**src/rtl/mess_credit_controller_pkg.sv**
```systemverilog
// Shared codes for the multi-user mess credit controller: actions, response
// status, FSM state encoding and the per-action deduction lookup.
package mess_credit_pkg;

    typedef enum logic [1:0] {
        ACT_MEAL     = 2'b00,
        ACT_SPECIAL  = 2'b01,
        ACT_RECHARGE = 2'b10,
        ACT_QUERY    = 2'b11
    } action_e;

    typedef enum logic [1:0] {
        ST_OK        = 2'b00,
        ST_INSUFF    = 2'b01,
        ST_CLIPPED   = 2'b10,
        ST_BAD_USER  = 2'b11
    } status_e;

    typedef enum logic [2:0] {
        S_IDLE   = 3'd0,
        S_LOOKUP = 3'd1,
        S_EXEC   = 3'd2,
        S_RESP   = 3'd3,
        S_HOLD   = 3'd4
    } state_e;

    // Only MEAL and SPECIAL deduct; the caller decides whether the action
    // is a deduction at all.
    function automatic int deduct_cost(action_e act, int meal_cost, int special_cost);
        return (act == ACT_SPECIAL) ? special_cost : meal_cost;
    endfunction

endpackage

```
**src/rtl/mess_credit_controller_if.sv**
```systemverilog
// Request/response bus of the credit controller, plus the debug counters
// that travel with it.
interface mess_credit_controller_if #(
    parameter int UID_W = 2,
    parameter int BAL_W = 8
);
    logic             req_valid;
    logic             req_ready;
    logic [UID_W-1:0] req_user;
    logic [1:0]       req_action;
    logic [BAL_W-1:0] req_amount;
    logic             resp_valid;
    logic [1:0]       resp_status;
    logic [UID_W-1:0] resp_user;
    logic [BAL_W-1:0] resp_balance;
    logic [15:0]      txn_count;
    logic [2:0]       state;

    modport master (
        output req_valid, req_user, req_action, req_amount,
        input  req_ready, resp_valid, resp_status, resp_user, resp_balance,
               txn_count, state
    );

    modport slave (
        input  req_valid, req_user, req_action, req_amount,
        output req_ready, resp_valid, resp_status, resp_user, resp_balance,
               txn_count, state
    );
endinterface

```
**src/rtl/mess_credit_controller_credit_bank.sv**
```systemverilog
// Balance register file: one combinational read port, one synchronous
// write port, every entry reset to INIT_BAL.
module credit_bank #(
    parameter int NUM_USERS = 4,
    parameter int UID_W     = 2,
    parameter int BAL_W     = 8,
    parameter int INIT_BAL  = 100
) (
    input  logic             clk,
    input  logic             rst,
    input  logic [UID_W-1:0] rd_addr_i,
    output logic [BAL_W-1:0] rd_data_o,
    input  logic             wr_en_i,
    input  logic [UID_W-1:0] wr_addr_i,
    input  logic [BAL_W-1:0] wr_data_i
);

    logic [BAL_W-1:0] mem_q [NUM_USERS];

    // Write port; addresses beyond NUM_USERS match no entry and are dropped.
    always_ff @(posedge clk or posedge rst) begin
        if (rst) begin
            for (int i = 0; i < NUM_USERS; i++) begin
                mem_q[i] <= BAL_W'(INIT_BAL);
            end
        end else if (wr_en_i) begin
            for (int i = 0; i < NUM_USERS; i++) begin
                if (wr_addr_i == UID_W'(i)) begin
                    mem_q[i] <= wr_data_i;
                end
            end
        end
    end

    // Read port; an unmapped address reads as zero.
    always_comb begin
        rd_data_o = '0;
        for (int i = 0; i < NUM_USERS; i++) begin
            if (rd_addr_i == UID_W'(i)) begin
                rd_data_o = mem_q[i];
            end
        end
    end

endmodule

```
**src/rtl/mess_credit_controller.sv**
```systemverilog
// Multi-user mess credit controller: one transaction at a time through
// IDLE -> LOOKUP -> EXEC -> RESP -> (HOLD) -> IDLE.
//
//   state  | meaning
//   IDLE   | ready; accept request on valid
//   LOOKUP | load working balance from the bank
//   EXEC   | compute result/status, commit write
//   RESP   | one-cycle response strobe
//   HOLD   | HOLD_CYCLES idle cycles before next accept
module mess_credit_controller
    import mess_credit_pkg::*;
#(
    parameter int NUM_USERS    = 4,
    parameter int UID_W        = 2,
    parameter int BAL_W        = 8,
    parameter int INIT_BAL     = 100,
    parameter int MEAL_COST    = 30,
    parameter int SPECIAL_COST = 50,
    parameter int MAX_BAL      = 200,
    parameter int HOLD_CYCLES  = 2
) (
    input  logic                     clk,
    input  logic                     rst,
    mess_credit_controller_if.slave  bus
);

    localparam int HOLD_W = (HOLD_CYCLES > 1) ? $clog2(HOLD_CYCLES) : 1;
    localparam logic [HOLD_W-1:0] HOLD_LAST = HOLD_W'((HOLD_CYCLES > 0) ? HOLD_CYCLES - 1 : 0);

    state_e           state_q, state_d;
    logic [UID_W-1:0] user_q;
    action_e          action_q;
    logic [BAL_W-1:0] amount_q;
    logic             bad_q;
    logic [BAL_W-1:0] bal_q;
    logic [HOLD_W-1:0] hold_q;
    logic [15:0]      txn_q;
    status_e          resp_status_q;
    logic [UID_W-1:0] resp_user_q;
    logic [BAL_W-1:0] resp_balance_q;

    logic             accept;
    logic [BAL_W-1:0] rd_data;
    logic [BAL_W-1:0] cost;
    logic [BAL_W:0]   sum;
    status_e          exec_status;
    logic [BAL_W-1:0] exec_bal;
    logic             exec_wr;
    logic             bank_wr;

    assign accept  = bus.req_valid && (state_q == S_IDLE);
    assign bank_wr = (state_q == S_EXEC) && exec_wr;

    credit_bank #(
        .NUM_USERS (NUM_USERS),
        .UID_W     (UID_W),
        .BAL_W     (BAL_W),
        .INIT_BAL  (INIT_BAL)
    ) u_bank (
        .clk       (clk),
        .rst       (rst),
        .rd_addr_i (user_q),
        .rd_data_o (rd_data),
        .wr_en_i   (bank_wr),
        .wr_addr_i (user_q),
        .wr_data_i (exec_bal)
    );

    // FSM state register.
    always_ff @(posedge clk or posedge rst) begin
        if (rst) begin
            state_q <= S_IDLE;
        end else begin
            state_q <= state_d;
        end
    end

    // FSM next-state logic.
    always_comb begin
        state_d = state_q;
        case (state_q)
            S_IDLE:   if (accept) state_d = S_LOOKUP;
            S_LOOKUP: state_d = S_EXEC;
            S_EXEC:   state_d = S_RESP;
            S_RESP:   state_d = (HOLD_CYCLES > 0) ? S_HOLD : S_IDLE;
            S_HOLD:   if (hold_q == HOLD_LAST) state_d = S_IDLE;
            default:  state_d = S_IDLE;
        endcase
    end

    // FSM outputs and registered response fields onto the bus.
    always_comb begin
        bus.req_ready    = (state_q == S_IDLE);
        bus.resp_valid   = (state_q == S_RESP);
        bus.resp_status  = resp_status_q;
        bus.resp_user    = resp_user_q;
        bus.resp_balance = resp_balance_q;
        bus.txn_count    = txn_q;
        bus.state        = state_q;
    end

    // Transaction arithmetic, evaluated on the working balance.
    always_comb begin
        exec_status = ST_OK;
        exec_bal    = bal_q;
        exec_wr     = 1'b0;
        cost        = BAL_W'(deduct_cost(action_q, MEAL_COST, SPECIAL_COST));
        sum         = {1'b0, bal_q} + {1'b0, amount_q};
        if (bad_q) begin
            exec_status = ST_BAD_USER;
            exec_bal    = '0;
        end else begin
            case (action_q)
                ACT_MEAL, ACT_SPECIAL: begin
                    if (bal_q >= cost) begin
                        exec_bal = bal_q - cost;
                        exec_wr  = 1'b1;
                    end else begin
                        exec_status = ST_INSUFF;
                    end
                end
                ACT_RECHARGE: begin
                    exec_wr = 1'b1;
                    if (sum > (BAL_W+1)'(MAX_BAL)) begin
                        exec_bal    = BAL_W'(MAX_BAL);
                        exec_status = ST_CLIPPED;
                    end else begin
                        exec_bal = sum[BAL_W-1:0];
                    end
                end
                default: ;
            endcase
        end
    end

    // Request capture, working balance, response fields and counters.
    always_ff @(posedge clk or posedge rst) begin
        if (rst) begin
            user_q         <= '0;
            action_q       <= ACT_MEAL;
            amount_q       <= '0;
            bad_q          <= 1'b0;
            bal_q          <= '0;
            hold_q         <= '0;
            txn_q          <= '0;
            resp_status_q  <= ST_OK;
            resp_user_q    <= '0;
            resp_balance_q <= '0;
        end else begin
            if (accept) begin
                user_q   <= bus.req_user;
                action_q <= action_e'(bus.req_action);
                amount_q <= bus.req_amount;
                bad_q    <= (int'(bus.req_user) >= NUM_USERS);
            end
            if (state_q == S_LOOKUP && !bad_q) begin
                bal_q <= rd_data;
            end
            if (state_q == S_EXEC) begin
                resp_status_q  <= exec_status;
                resp_user_q    <= user_q;
                resp_balance_q <= exec_bal;
                if (exec_wr) txn_q <= txn_q + 16'd1;
            end
            if (state_q == S_RESP) begin
                hold_q <= '0;
            end else if (state_q == S_HOLD) begin
                hold_q <= hold_q + HOLD_W'(1);
            end
        end
    end

endmodule

```
**src/flat_wrapper.sv**
```systemverilog
// flat-port wrapper written by rule: the top's interface ports become plain ports
module mess_credit_controller_flat import mess_credit_pkg::*;
#(
    parameter int NUM_USERS    = 4,
    parameter int UID_W        = 2,
    parameter int BAL_W        = 8,
    parameter int INIT_BAL     = 100,
    parameter int MEAL_COST    = 30,
    parameter int SPECIAL_COST = 50,
    parameter int MAX_BAL      = 200,
    parameter int HOLD_CYCLES  = 2
)
  (clk, rst, bus_req_valid, bus_req_user, bus_req_action, bus_req_amount, bus_req_ready, bus_resp_valid, bus_resp_status, bus_resp_user, bus_resp_balance, bus_txn_count, bus_state);
  mess_credit_controller_if #(.UID_W(UID_W), .BAL_W(BAL_W)) bus_i ();
  input  logic clk;
  input  logic rst;
  input wire logic [$bits(bus_i.req_valid)-1:0] bus_req_valid;
  input wire logic [$bits(bus_i.req_user)-1:0] bus_req_user;
  input wire logic [$bits(bus_i.req_action)-1:0] bus_req_action;
  input wire logic [$bits(bus_i.req_amount)-1:0] bus_req_amount;
  output wire logic [$bits(bus_i.req_ready)-1:0] bus_req_ready;
  output wire logic [$bits(bus_i.resp_valid)-1:0] bus_resp_valid;
  output wire logic [$bits(bus_i.resp_status)-1:0] bus_resp_status;
  output wire logic [$bits(bus_i.resp_user)-1:0] bus_resp_user;
  output wire logic [$bits(bus_i.resp_balance)-1:0] bus_resp_balance;
  output wire logic [$bits(bus_i.txn_count)-1:0] bus_txn_count;
  output wire logic [$bits(bus_i.state)-1:0] bus_state;
  assign bus_i.req_valid = bus_req_valid;
  assign bus_i.req_user = bus_req_user;
  assign bus_i.req_action = bus_req_action;
  assign bus_i.req_amount = bus_req_amount;
  assign bus_req_ready = bus_i.req_ready;
  assign bus_resp_valid = bus_i.resp_valid;
  assign bus_resp_status = bus_i.resp_status;
  assign bus_resp_user = bus_i.resp_user;
  assign bus_resp_balance = bus_i.resp_balance;
  assign bus_txn_count = bus_i.txn_count;
  assign bus_state = bus_i.state;
  mess_credit_controller #(.NUM_USERS(NUM_USERS), .UID_W(UID_W), .BAL_W(BAL_W), .INIT_BAL(INIT_BAL), .MEAL_COST(MEAL_COST), .SPECIAL_COST(SPECIAL_COST), .MAX_BAL(MAX_BAL), .HOLD_CYCLES(HOLD_CYCLES)) u_core (.clk(clk), .rst(rst), .bus(bus_i));
endmodule
```
**config.mk**
```make
export PLATFORM = sky130hd
export DESIGN_NAME = mess_credit_controller_flat
export DESIGN_NICKNAME = d
export VERILOG_FILES = /design/src/rtl/mess_credit_controller_pkg.sv /design/src/rtl/mess_credit_controller_if.sv /design/src/rtl/mess_credit_controller_credit_bank.sv /design/src/rtl/mess_credit_controller.sv /design/src/flat_wrapper.sv
export SDC_FILE = /design/constraint.sdc
export NUM_CORES = 1
export LEC_CHECK = 0
export CAP_MARGIN = 15
export CORE_ASPECT_RATIO = 1.25
export CORE_MARGIN = 2
export CORE_UTILIZATION = 24
export CTS_CLUSTER_DIAMETER = 50
export CTS_CLUSTER_SIZE = 28
export DETAILED_ROUTE_END_ITERATION = 16
export RECOVER_POWER = 25
export SYNTH_ARGS = -nofsm -noshare
export SYNTH_HDL_FRONTEND = slang
export SYNTH_SLANG_ARGS = --single-unit
```
**constraint.sdc**
```tcl
create_clock -name clk -period 6.95 [get_ports clk]
set_input_delay 1.7375 -clock clk [delete_from_list [all_inputs] [get_ports clk]]
set_output_delay 1.7375 -clock clk [all_outputs]
set_load 0.005 [all_outputs]
```
Word-level counts from Yosys, hierarchy flattened
Index checks and enable logic that the tools add are counted.
{"block": "op_classes", "eq_ne": 11, "n_bitwise": 0, "mul": 0, "n_addsub": 4, "div": 0, "magnitude_cmp": 2, "shifts": 0, "n_reduce_logical": 13, "n_mux": 18}
{"operator": "$mux 8", "count": 6}
{"operator": "$add 16x1->16 const B", "count": 1}
{"operator": "$pmux 8 s2", "count": 1}
{"operator": "$pmux 3 s5", "count": 1}
{"operator": "$reduce_and 2->1", "count": 6}
{"operator": "$add 8x8->9", "count": 1}
{"operator": "$gt 9x8->1 const B", "count": 1}
{"operator": "$ge 8x8->1", "count": 1}
{"operator": "$sub 8x8->8", "count": 1}
{"operator": "$eq 2x2->1 const B", "count": 3}
{"operator": "$eq 3x2->1 const B", "count": 2}
{"operator": "$mux 3", "count": 2}
{"operator": "$mux 6", "count": 1}
{"operator": "$eq 2x1->1 const B", "count": 2}
{"operator": "$logic_not 2->1", "count": 2}
{"operator": "$mux 1", "count": 4}
{"operator": "$ne 2x1->1 const B", "count": 2}
{"operator": "$pmux 2 s2", "count": 1}
{"operator": "$eq 3x1->1 const B", "count": 1}
{"operator": "$eq 3x3->1 const B", "count": 1}
{"operator": "$logic_not 3->1", "count": 1}
{"operator": "$logic_and 1x1->1", "count": 2}
{"operator": "$mux 2", "count": 1}
{"operator": "$pmux 1 s2", "count": 1}
{"operator": "3 further kinds", "count": 3}
{"block": "totals", "ram_bits": 0, "word_cells": 62, "mem_count": 0, "latchBits": 0, "reg_bits": 84, "inputBits": 15, "mem_bits_ro": 0, "out_inout_bits": 33}

Logic depth before layout (Yosys ltp)
{"block": "logic_depth", "ltp_word": 7, "ltp_mapped": 12}

Cells and area by module
From an unflattened synthesis, not the netlist that was laid out.
{"block": "unflattened", "hier_cells": 371, "area_unflattened_um2": 4469.3}
{"mod": "mess_credit_controller", "instances": 1, "cells_per_inst": 292, "seq_area_each_um2": 1301.2, "area_per_inst_um2": 3047.9}
{"mod": "credit_bank", "instances": 1, "cells_per_inst": 79, "seq_area_each_um2": 815.8, "area_per_inst_um2": 1421.4}

Least setup slack after synthesis
OpenSTA, ideal clock, no wires.
{"block": "synth_path", "path_kind": "input to register", "startpoint": "input port bus_req_valid", "endpoint": "register u_core.action_q[0]", "path_buffers": 1, "arrival_time_ns": 2.633, "cell_stages": 3, "required_time_ns": 6.825, "slack_ns": 4.192, "path_cell_list": "and2_0 -> clkbuf_1 -> mux2_2"}
{"block": "synth_via", "elab_chain_len": 1}
{"element": "start, declared", "line": "flat_wrapper.sv:17", "text": "input wire logic [$bits(bus_i.req_valid)-1:0] bus_req_valid;"}
{"element": "$logic_and 1x1->1", "line": "mess_credit_controller.sv:51", "text": "assign accept = bus.req_valid && (state_q == S_IDLE);"}
{"element": "end signal, assigned", "line": "mess_credit_controller.sv:152", "text": "action_q <= action_e'(bus.req_action);"}
{"element": "end, declared", "line": "mess_credit_controller.sv:32", "text": "action_e action_q;"}
Every way passes these cells.
A chain may end at the register's enable or synchronous reset.

==> metrics.cfg <==
[outcome]
outcome = finished with violations
violations = capacitance limit, slew limit

[setup_path]
worstPathArrival_ps = 3860
cp-start-kind = primary input
crit_slowest_cell = clkbuf_1
required_ps = 6970
path_depth = 3
r2r-start = u_core.action_q[1]
crit_fanout = 37
critPathKind = primary input to asynchronous set/reset pin
end_kind = asynchronous set/reset pin
crit_path_start = rst
max_stage_delay_ps = 1500
crit_family = buffers and inverters
critPathBufInv = 3
r2r_cells = 10
cp_cell_sequence = dlygate4sd3_1 > clkinvlp_2 > clkbuf_1

[clocking]
clk_transition_reported_paths_ps = 60
cts_tree = yes
post_cts_resized = 0
cts-buffers-inserted = 9
cts_root_buffer = clkbuf_16
cts.sinks = 84
htreeDepth = 3
clkLatencyLatePin_ps = 340
cts_max_path_buffers = 2
ctsHoldBuffers = 0
cts_setup_buffers = 0

[sta]
setup_slack_ps = 3110
finalHoldViolCount = 0
fin_crit_sh_pct = 55.3
setup_viol = 0
rsz0062_at_grt = no
period_minus_slack_ps = 3840
worstMarginPinSlew_ps = 2110
skew_ps = 7.17
tns_ps = 0
final_max_slew_viol_count = 37
fmax_mhz = 260
maxSlewHeadroom_pct = -40.5

[placed_design]
globalplace.congestion = 0.815
dpl.hpwl_microns = 7130
io_buffers = 47
pre_cts_ws_ps = 3360

[yosys]
synth_top_family_by_area = multiplexers
synth_area_sq_um = 4380
synth-xor-area-share_pct = 4.20
yosys-top-cells-area = dfrtp_1 41%, mux2_2 15%, dfstp_2 7.2%
synth_common_cells = 72 x dfrtp_1, 59 x mux2_2, 35 x nand2_1
synthSimpleGateAreaFrac_pct = 10.4
ys_async_sr_fraction_pct = 100
synth_top_area_cell = dfrtp_1
ys_ff_latch = 84
netlist-cell-type-count = 60
synthMuxAreaShare_pct = 20.0
yosysSeqAreaShare_pct = 48.3
synth-adder-area-share_pct = 4.34
yosysMostFrequentCell = dfrtp_1
ys_warn_count = 0
syn_avg_cell_area_sq_um = 12.1
synth_edf_count = 0
syn_nets = 390
syn_inst = 361
synth_ff_type = dfrtp_1
synth-compound-area-share_pct = 11.0
yosysTopAreaCellShare_pct = 41.1

[drt]
via_per_inst = 4.56
drc = 0
drt_first_pass_iters = 4
drt_iter0_markers = 129
wl_per_cell_microns = 14.9
via_count = 2938
routed_wl_microns = 9620
antenna_left = 0

[global_routing]
overflow = 0
antenna_found_initial = 0
grt_usage_pct = 10.4
grt_pass1_wl_microns = 16000
grt_pass1_vias = 3072
grt_max_degree = 85

[cells_and_area]
area_growth_pct = 24.5
antenna_cells = 0
final_layout_size_suffix_gt1_share_pct = 28.4
final_nets = 440
n_fill_cell = 1854

[min_path]
hold_start = u_core.bus.txn_count[7]
hold_path_class = register to register
hold_depth = 1

[floorplan]
die_h_microns = 155
fp.dieW_microns = 125
dieArea_sq_um = 19400
ios = 48
initial_utilization_pct = 24.3
core_area_sq_um = 18000
rows = 55

[power]
p_per_area_nw_per_um2 = 452
total_leakage_power_nw = 2.35
ir_drop_uv = 146

[run]
drv_cap = 1

## routing by layer
| layer | routed length (microns) | share of wire (%) | track usage, % |
|---|---|---|---|
| met1 | 4360 | 45 | 12.8 |
| met2 | 4870 | 51 | 17.6 |
| met3 | 186 | 1.9 | 2.06 |
| met4 | 196 | 2.0 | 4.50 |
| met5 | 0 | 0 | 0 |
## through the flow
step	instance area, sq um	hold WS [ps]	power (mW)	cells	util (%)
floorplan	4380	465	1.63	361	-
global placement	5100	459	1.93	627	28.3
detailed placement	5100	481	1.96	627	28.3
CTS	5430	498	2.50	643	30.1
global route	5450	513	2.65	644	30.2
finish	5450	493	2.47	644	30.2
## cell type report
class / count / area [sq um] / share of cell area [%]
inverters: 9 / 35.0 / 0.642
well taps: 228 / 285 / 5.23
multi-input cells: 258 / 2190 / 40.1
clock buffers: 10 / 239 / 4.38
clock inverters: 6 / 86.3 / 1.58
flip-flops and latches: 84 / 2120 / 38.8
repair buffers: 49 / 502 / 9.20
## flip-flops by register name, indices dropped and copies added, names as in the netlist
register and count:
u_core.bus.resp_balance 8, u_core.bus.txn_count 16, u_core.user_q 2, u_core.amount_q 8
u_core.u_bank.mem_q 32, u_core.action_q 2, u_core.bus.resp_user 2, u_core.bal_q 8
u_core.bus.state 3, u_core.bus.resp_status 2, u_core.hold_q 1
## worst paths after layout
check                                     endpoint  slack [ps]
hold / removal             u_core.bus.txn_count[7]         490
min in group asynchronous  u_core.bus.txn_count[7]        2640
hold reg to reg            u_core.bus.txn_count[7]         490
setup reg to reg           u_core.u_bank.mem_q[19]        3710
setup / recovery                u_core.amount_q[5]        3110
max in group clk                     bus_req_ready        3520
## cells by family (layout without fill, tap and decap cells)
kind of cell	Yosys count	after routing
flops	84	84
buf+inv	19	74
mux	70	70
xor+xnor	21	21
compound gates	61	61
fa+ha+maj	14	14
simple gates	92	92
## power by group
group	internal, mW	switching, mW	leakage, nW	total, mW
clock network	0.324	0.193	0.159	0.518
logic	0.560	0.550	1.12	1.11
registers	0.666	0.174	1.08	0.839
total	1.55	0.917	2.35	2.47
## cells in the final DEF, fill, tap and decap left out, drive strengths merged, types with 3 or more instances in the layout
cell / count
clkbuf: 11
inv: 9
a211oi: 3
dfrtp: 72
o21ai: 17
mux4: 8
xor2: 9
or3: 4
and2: 3
xnor2: 12
mux2: 60
nand3: 4
nand4: 3
clkdlybuf4s50: 45
nand2: 35
a21oi: 7
ha: 12
nor2: 18
o211ai: 8
nor3: 12
dfstp: 12
o211a: 4
(Power assumes the default switching activity.)
